[config.mk]
export PLATFORM = sky130hd
export DESIGN_NAME = fetch_sequencer
export DESIGN_NICKNAME = d
export VERILOG_FILES = /design/src/rtl/cpu_pkg.sv /design/src/rtl/pc_updown.sv /design/src/rtl/fetch_sequencer.sv
export SDC_FILE = /design/constraint.sdc
export NUM_CORES = 1
export LEC_CHECK = 0
export ABC_AREA = 1
export CORE_MARGIN = 10
export CORE_UTILIZATION = 35
export CTS_BUF_LIST = sky130_fd_sc_hd__clkbuf_16
export DETAILED_ROUTE_END_ITERATION = 10
export GPL_ROUTABILITY_DRIVEN = 0
export HOLD_SLACK_MARGIN = 0.06
export PLACE_DENSITY = 0.68
export SLEW_MARGIN = 40
export SYNTH_ARGS = -nofsm -noshare
export SYNTH_HDL_FRONTEND = slang
export SYNTH_SLANG_ARGS = --single-unit
[constraint.sdc]
create_clock -name clk -period 1.55 [get_ports clk]
set_clock_uncertainty 0.05 [all_clocks]
set_input_delay 0.2325 -clock clk [delete_from_list [all_inputs] [get_ports clk]]
set_output_delay 0.2325 -clock clk [all_outputs]
set_load 0.05 [all_outputs]
[src/rtl/cpu_pkg.sv]
// Shared definitions for the reversible CPU front end: datapath widths,
// the fetch FSM state type and the default program counter after clear.
package cpu_pkg;

    localparam int CPU_ADDR_W = 12;
    localparam int CPU_DATA_W = 12;

    localparam logic [CPU_ADDR_W-1:0] CPU_RESET_PC = 12'h000;

    typedef enum logic [1:0] {
        IDLE = 2'd0,
        REQ  = 2'd1,
        LOAD = 2'd2,
        EXEC = 2'd3
    } fetch_state_t;

endpackage : cpu_pkg

[src/rtl/pc_updown.sv]
// Program counter: synchronous clear, parallel load and enabled up/down step.
// All arithmetic wraps modulo 2^W, with no carry or borrow flag.
module pc_updown #(
    parameter int          W         = 12,
    parameter logic [W-1:0] RESET_VAL = '0
) (
    input  logic         clk,
    input  logic         i_clr,
    input  logic         i_load,
    input  logic [W-1:0] i_load_val,
    input  logic         i_en,
    input  logic         i_dir,
    output logic [W-1:0] o_count
);

    logic [W-1:0] r_count;

    // Clear wins over load, and load wins over a step.
    always_ff @(posedge clk) begin
        if (i_clr) begin
            r_count <= RESET_VAL;
        end else if (i_load) begin
            r_count <= i_load_val;
        end else if (i_en) begin
            r_count <= i_dir ? (r_count - 1'b1) : (r_count + 1'b1);
        end
    end

    assign o_count = r_count;

endmodule : pc_updown

[src/rtl/fetch_sequencer.sv]
// Instruction-fetch stage: steps the PC forward/backward, fetches one word per
// instruction over a req/ack handshake and loads it into the IR with a one-cycle strobe.
module fetch_sequencer
    import cpu_pkg::*;
#(
    parameter int                ADDR_W   = cpu_pkg::CPU_ADDR_W,
    parameter int                DATA_W   = cpu_pkg::CPU_DATA_W,
    parameter logic [ADDR_W-1:0] RESET_PC = cpu_pkg::CPU_RESET_PC
) (
    input  logic              clk,
    input  logic              clr,
    input  logic              run,
    input  logic              dir,
    input  logic              br_valid,
    input  logic [ADDR_W-1:0] br_target,
    input  logic              exec_done,
    output logic              mem_req,
    output logic [ADDR_W-1:0] mem_addr,
    input  logic              mem_ack,
    input  logic [DATA_W-1:0] mem_rdata,
    output logic [DATA_W-1:0] ir_data,
    output logic              ir_wr_e,
    output logic [ADDR_W-1:0] pc,
    output logic              busy
);

    fetch_state_t r_state;
    fetch_state_t w_state_next;

    logic [DATA_W-1:0] r_ir_data;
    logic [ADDR_W-1:0] w_pc;

    logic w_in_req;
    logic w_in_exec;
    logic w_capture;
    logic w_retire;
    logic w_mem_req;
    logic w_ir_wr_e;
    logic w_busy;

    assign w_in_req  = (r_state == REQ);
    assign w_in_exec = (r_state == EXEC);
    assign w_capture = w_in_req && mem_ack;
    // The PC only moves on the edge that retires the current instruction.
    assign w_retire  = w_in_exec && exec_done;

    always_ff @(posedge clk) begin
        if (clr) begin
            r_state <= IDLE;
        end else begin
            r_state <= w_state_next;
        end
    end

    always_comb begin
        w_state_next = r_state;
        w_mem_req    = 1'b0;
        w_ir_wr_e    = 1'b0;
        w_busy       = 1'b1;
        case (r_state)
            IDLE: begin
                w_busy = 1'b0;
                if (run) begin
                    w_state_next = REQ;
                end
            end
            REQ: begin
                w_mem_req = 1'b1;
                if (mem_ack) begin
                    w_state_next = LOAD;
                end
            end
            LOAD: begin
                w_ir_wr_e    = 1'b1;
                w_state_next = EXEC;
            end
            EXEC: begin
                if (exec_done) begin
                    w_state_next = run ? REQ : IDLE;
                end
            end
            default: begin
                w_state_next = IDLE;
            end
        endcase
    end

    // Only written by an acknowledged read, so the IR sees a stable word during LOAD.
    always_ff @(posedge clk) begin
        if (clr) begin
            r_ir_data <= '0;
        end else if (w_capture) begin
            r_ir_data <= mem_rdata;
        end
    end

    pc_updown #(
        .W         (ADDR_W),
        .RESET_VAL (RESET_PC)
    ) u_pc (
        .clk        (clk),
        .i_clr      (clr),
        .i_load     (w_retire && br_valid),
        .i_load_val (br_target),
        .i_en       (w_retire),
        .i_dir      (dir),
        .o_count    (w_pc)
    );

    assign mem_req  = w_mem_req;
    assign mem_addr = w_pc;
    assign pc       = w_pc;
    assign ir_data  = r_ir_data;
    assign ir_wr_e  = w_ir_wr_e;
    assign busy     = w_busy;

endmodule : fetch_sequencer
==> summary.txt, run 1 <==
Floorplanning
  • Full die area: 8730 um2
  • Die Width: 93.4 um
  • Core ar.: 5170 um2
  • FP Rows: 26
  • Initial Utilization: 0.365
  • Die Height: 93.4 um
  • IO Count: 70

Setup path
  • Crit Reg-Reg Startpoint: u_pc.o_count[3]
  • Critical Path Start Type: register
  • Reg2reg path depth: 9
  • Critical path type: reg -> reg
  • Crit-path max FO: 4
  • Flop2flop setup slack: 0.03 ns
  • CP arrival: 1.68 ns
  • R2R Path End: u_pc.o_count[9]
  • Critical Path RT: 1.70 ns
  • CP Capture Type: register

Clock tree
  • Clock root cell: clkbuf_16
  • CTS clock-pin slew for the worst setup and hold paths: 0.08 ns
  • Clk Latency, worst-skew pair: 0.27 ns
  • CTS Sinks: 26
  • CTS Hold Buffers Added: 0
  • Max Buffers Root-to-Sink: 2
  • CTS H-tree depth: 1
  • CTS tree: built
  • Num CTS Buffers: 3

STA
  • Hold slack: 0.436 ns
  • Final Cycle Share: 0.983
  • FMAX: 656 MHz
  • RSZ-0062 raised after global routing: true
  • Slew @ Worst Pin: 0.344 ns
  • Final count of hold timing violations: 0
  • Slew Viols, Final: 0
  • Final setup fails: 0
  • Tmin final: 1.52 ns
  • Relative slew slack: 0.770

Routing
  • DR vias: 2079
  • Residual DRC: 0
  • Routed WL: 6170 um
  • Pre-antenna DRT Iters: 4
  • Avg WL per Cell: 14.2 um
  • Avg Vias per Cell: 4.79
  • Starting DRT DRC Count: 136
  • Antenna Nets Post-Route: 0

Global route
  • Largest net degree at the start of global routing: 16
  • Initial antenna violation count: 0
  • First-pass GRT wire length: 9950 um
  • Total GRT Usage: 0.137
  • Vias in the first global route: 2151
  • Remaining Overflow, GRT: 0

Yosys
  • Synth async-reset ratio: 0
  • Top post-synthesis cells by count: 60 x nand2_1, 42 x nor2_1, 33 x inv_1, 26 x dfxtp_1, 16 x o21ai_0
  • Top-count cell post-synth: nand2_1
  • Post-synthesis register bit count: 26
  • Share of the synthesized area in the top cell type: 0.276
  • Cell accounting for the most synthesized area: dfxtp_1
  • Ys Warns: 0
  • Avg Cell Area, Syn: 6.84 um2
  • Post-synth EDFFs: 0
  • Top cells by area, synth: dfxtp_1 28%, nand2_1 12%, ha_1 9.9%
  • Yosys cell types: 34
  • Most common flop cell mapped by yosys: dfxtp_1
  • Syn Inst Count: 276
  • Post-synthesis sequential area ratio: 0.276
  • Syn nets: 323
  • Post-Syn Area: 1890 um2

Finish
  • Post-layout nets: 412
  • Diode count: 0
  • Final std cells w/o fill: 434
  • Final instance area: 3350 um2
  • Syn-to-layout area delta: 77.3%
  • Share of layout cells above drive strength 1: 0.407

Power and ir drop
  • Power Dens Cells: 1080 nW/um2
  • Total power: 3610 uW
  • Peak supply drop: 0.830 mV
  • Lkg Pwr: 0.00152 uW

Min path
  • Cell count of the worst hold path: 2
  • Hold Path End: ir_data[5]
  • Hold crit path type: reg -> reg
  • Hold Startpoint: ir_data[5]

Placed design
  • Port Buffer Count: 69
  • Cell Area, Placed: 3010 um2
  • Placed cells: 427
  • DP Wirelength: 4760 um

Status
  • Status: finished, final reports clean

Flow run
  • Count of max-cap constraint violations: 0
## what timing repair did
| action | 4_1_cts | 5_1_grt |
|---|---|---|
| buffers inserted | 1 | 2 |
| resized for setup | 12 | 34 |
| pin swaps | 4 | 14 |
| setup endpoints to repair | 10 | 14 |
## state kept, by name, indices dropped and copies added, names as in the netlist
name,cells
ir_data,12
u_pc.o_count,12
r_state,2
## worst max-delay path by stage
stage	start	endpoint	slack [ns]
CTS	r_state[1]	r_state[0]	0.001
detailed placement	dir	u_pc.o_count[10]	-0.59
finish	u_pc.o_count[3]	u_pc.o_count[9]	0.03
global route	u_pc.o_count[3]	u_pc.o_count[9]	-0.07
floorplan	u_pc.o_count[1]	u_pc.o_count[8]	-0.006
global placement	dir	u_pc.o_count[10]	-0.55
## power by group
part,internal (uW),switching [uW]
sequential,789,86.1
combinational,845,1180
clock,450,261
## logic make-up after synthesis
kind of cell	after synthesis	synth area share
AOI/OAI and AO/OA	44	0.151
buffers and inverters	57	0.144
DFF	26	0.276
xor gates and xnor gates	2	0.00929
and+or+nand+nor	131	0.310
adders and majority gates	16	0.110
## worst max-delay path, cell delays in order, from the launching register on
cell	delay (ns)
dfxtp_4	0.36
ha_4	0.30
nand2_2	0.10
nor2_2	0.14
nand3_2	0.11
nand3_1	0.11
nand2_1	0.05
nand3_1	0.07
nand2_1	0.06
a21oi_2	0.11
## final cells by class
class / instances / area, um2
clock buffers: 4 / 100
flip-flops and latches: 26 / 559
multi-input cells: 193 / 1320
repair buffers: 100 / 1120
inverters: 41 / 163
fillers: 426 / 1830
well taps: 70 / 87.6
## cell usage in the layout, fill, tap and decap left out, types with 6 or more instances in the layout
| master | count |
|---|---|
| clkdlybuf4s50_1 | 29 |
| dfxtp_1 | 13 |
| ha_4 | 10 |
| a21oi_1 | 6 |
| nand2_2 | 11 |
| inv_2 | 9 |
| nand2_1 | 50 |
| o21ai_0 | 14 |
| nand3_1 | 9 |
| inv_1 | 29 |
| nor2_1 | 38 |
| buf_4 | 45 |
| buf_12 | 23 |
| a21oi_2 | 7 |
| dfxtp_4 | 9 |
## layer usage
layer / wire [um] / up-vias / share of wire / track usage
met2: 3050 / 68 / 0.49 / 0.245
met5: 0 / - / 0 / 0
met3: 558 / 4 / 0.091 / 0.0663
met1: 2510 / 952 / 0.41 / 0.140
met4: 52 / 0 / 0.0084 / 0.0283
li1: - / 1055 / - / -
## stage by stage
| step | util | TNS (ns) | setup slack [ns] |
|---|---|---|---|
| CTS | 0.622 | 0 | 0.00142 |
| global route | 0.647 | -0.227 | -0.0664 |
| global placement | 0.582 | -5.05 | -0.548 |
| floorplan | - | -0.00602 | -0.00602 |
| finish | 0.647 | 0 | 0.0265 |
| detailed placement | 0.582 | -5.36 | -0.589 |
Power figures use the tool's default switching activity.
==> run 2: changes to the inputs <==
--- a/config.mk
+++ b/config.mk
@@ -15,2 +15,3 @@
 export PLACE_DENSITY = 0.68
+export RECOVER_POWER = 25
 export SLEW_MARGIN = 40
==> constraint.sdc (replaced) <==
create_clock -name clk -period 1.55 [get_ports clk]
set_clock_uncertainty 0.05 [all_clocks]
set_input_delay 0.155 -clock clk [delete_from_list [all_inputs] [get_ports clk]]
set_output_delay 0.155 -clock clk [all_outputs]
set_load 0.05 [all_outputs]
==> run 2 against run 1 <==
Non-clock buffer count shrank 5. Count of clock-buffer cells in the layout is the same. Cell count shrank 1.2%. Sequential share of layout area grew 1.9 points. Critical path depth is the same. Total power shrank 7.1%. Global-route usage shrank 0.74 points. Highest routed layer unchanged. Fmax shrank 0.64%. Clock power is essentially flat. Combinational power shrank 12%. Die area is the same. First-iteration DRC count shrank 51%.
==> summary.txt, run 2 (synthesis results as in run 1) <==
Status
  • Status: finished, final reports clean

Finish
  • Share of layout cells above drive strength 1: 0.343 (-0.0640)
  • Final std cells w/o fill: 429 (-1.2%)
  • Commonest non-fill, non-tap cell in the layout: nand2_1
  • Post-layout nets: 407 (-1.2%)
  • Syn-to-layout area delta: 59.2%
  • Diode count: 0 (unchanged)
  • Most frequent cells in the layout: 55 x nand2_1, 44 x buf_4, 39 x nor2_1

Global route
  • First-pass GRT wire length: 9370 um (-5.8%)
  • Total GRT Usage: 0.129 (-0.00738)
  • Initial antenna violation count: 0 (unchanged)
  • Remaining Overflow, GRT: 0 (unchanged)
  • Vias in the first global route: 2094 (-2.6%)
  • Largest net degree at the start of global routing: 16 (unchanged)

Power and ir drop
  • Sw Share: 0.436 (+0.0133)
  • Power Dens Cells: 1120 nW/um2 (+3.5%)
  • P_int: 1890 uW (-9.2%)
  • Seq pwr share: 0.258 (+0.016)
  • Psw: 1460 uW (-4.2%)
  • Clock share of power: 0.211 (+0.014)
  • Lkg Pwr: 0.00138 uW (-9.5%)
  • Peak supply drop: 0.839 mV (+1.1%)
  • Part of the power in combinational logic: 0.530 (-0.031)

STA
  • Final count of hold timing violations: 0 (unchanged)
  • Slew Viols, Final: 0 (unchanged)
  • Relative slew slack: 0.585 (-0.186)
  • Final setup fails: 0 (unchanged)
  • RSZ-0062 raised after global routing: true
  • Final worst slack: 0.0167 ns (-0.00978 ns)
  • Final Cycle Share: 0.989 (+0.00631)
  • FMAX: 652 MHz (-0.64%)
  • Tmin final: 1.53 ns (+0.00978 ns)
  • Slew @ Worst Pin: 0.626 ns (+0.281 ns)

Setup path
  • Critical Path RT: 1.70 ns (about the same)
  • Flop2flop setup slack: 0.02 ns (about the same)
  • Crit-path max FO: 4 (unchanged)
  • Critical path type: reg -> reg
  • CP arrival: 1.69 ns (about the same)
  • CP Capture Type: register
  • Critical Path Start Type: register

Placed design
  • DP Wirelength: 4560 um (-4.2%)
  • Placed cells: 423 (-0.94%)
  • Worst slack, placed: -0.519 ns (+0.0697 ns)
  • Port Buffer Count: 69 (unchanged)

Routing
  • Avg WL per Cell: 13.7 um (-3.3%)
  • Starting DRT DRC Count: 67 (-51%)
  • Avg Vias per Cell: 4.66 (-2.8%)
  • DR vias: 1997 (-3.9%)
  • Pre-antenna DRT Iters: 7 (+3)
  • Antenna Nets Post-Route: 0 (unchanged)
  • Residual DRC: 0 (unchanged)
  • Routed WL: 5900 um (-4.4%)

Floorplanning
  • Initial Utilization: 0.365 (unchanged)
  • Core ar.: 5170 um2 (unchanged)
  • Die Width: 93.4 um (unchanged)
  • IO Count: 70 (unchanged)
  • Die Height: 93.4 um (unchanged)
  • FP Rows: 26 (unchanged)
  • Full die area: 8730 um2 (unchanged)

Clock tree
  • Clk Latency, worst-skew pair: 0.27 ns (about the same)
  • CTS clock-pin slew for the worst setup and hold paths: 0.07 ns (about the same)
  • Clock root cell: clkbuf_16
  • CTS H-tree depth: 1 (unchanged)
  • Num CTS Buffers: 3 (unchanged)
  • CTS tree: built
  • Max Buffers Root-to-Sink: 2 (unchanged)
  • CTS Sinks: 26 (unchanged)
  • CTS Hold Buffers Added: 0 (unchanged)

Flow run
  • Count of max-cap constraint violations: 0 (unchanged)

Min path
  • Hold crit path type: in -> reg
-- run 2: power groups by stage --
stage          combinational [uW]  clock (uW)  sequential (uW)
6_report                     1780         709              867
5_1_grt                      1920         752              883
4_1_cts                      1800         730              868
3_5_place_dp                 1760           0              877
3_3_place_gp                 1750           0              872
2_1_floorplan                 801           0             1210
-- run 2: worst max-delay path, stage by stage (launching register included) --
cell and delay (ns):
dfxtp_4 0.35, inv_2 0.03, fa_2 0.40, o21ai_4 0.20, nand3_2 0.10, nand2_1 0.07, nand2_1 0.05, nand3_1 0.06
nand2_1 0.06, a21oi_2 0.10
-- run 2: what timing repair did --
item | 4_1_cts | 5_1_grt
endpoints found under the setup margin | 9 | 12
gates resized for setup | 9 | 29
setup buffers | 1 | 1
pin swaps | 3 | 6
gates cloned | 0 | 0
-- run 2: routing by layer --
layer  GRT usage  part of all wire
met1       0.131              0.41
met2       0.240              0.49
met3      0.0631             0.093
met4      0.0154             0.011
met5           0                 0
-- run 2: area by class of cell --
| cell class | count | area, um2 |
|---|---|---|
| multi-input combinational | 193 | 1290 |
| tap | 70 | 87.6 |
| inverter | 41 | 163 |
| sequential | 26 | 561 |
| fill | 484 | 2170 |
| timing repair buffer | 95 | 805 |
| clock buffer | 4 | 100 |
-- run 2: metrics by stage --
stage | TNS, ns | util | instance area [um2] | hold slack [ns] | total power [uW]
2_1_floorplan | -0.00602 | - | 1940 | 0.251 | 2010
3_5_place_dp | -4.54 | 0.533 | 2760 | 0.426 | 2640
5_1_grt | -0.108 | 0.581 | 3000 | 0.426 | 3560
6_report | 0 | 0.581 | 3000 | 0.403 | 3350
4_1_cts | -0.0151 | 0.567 | 2940 | 0.400 | 3400
3_3_place_gp | -4.18 | 0.533 | 2760 | 0.413 | 2620
-- run 2: path summary, 6_finish.rpt --
check | from | end | cells after the start
worst min register to register | ir_data[11] | ir_data[11] | 2
worst max register to register | u_pc.o_count[0] | u_pc.o_count[8] | 9
worst max-delay path | u_pc.o_count[0] | u_pc.o_count[8] | 9
worst min-delay path | br_target[1] | u_pc.o_count[1] | 3
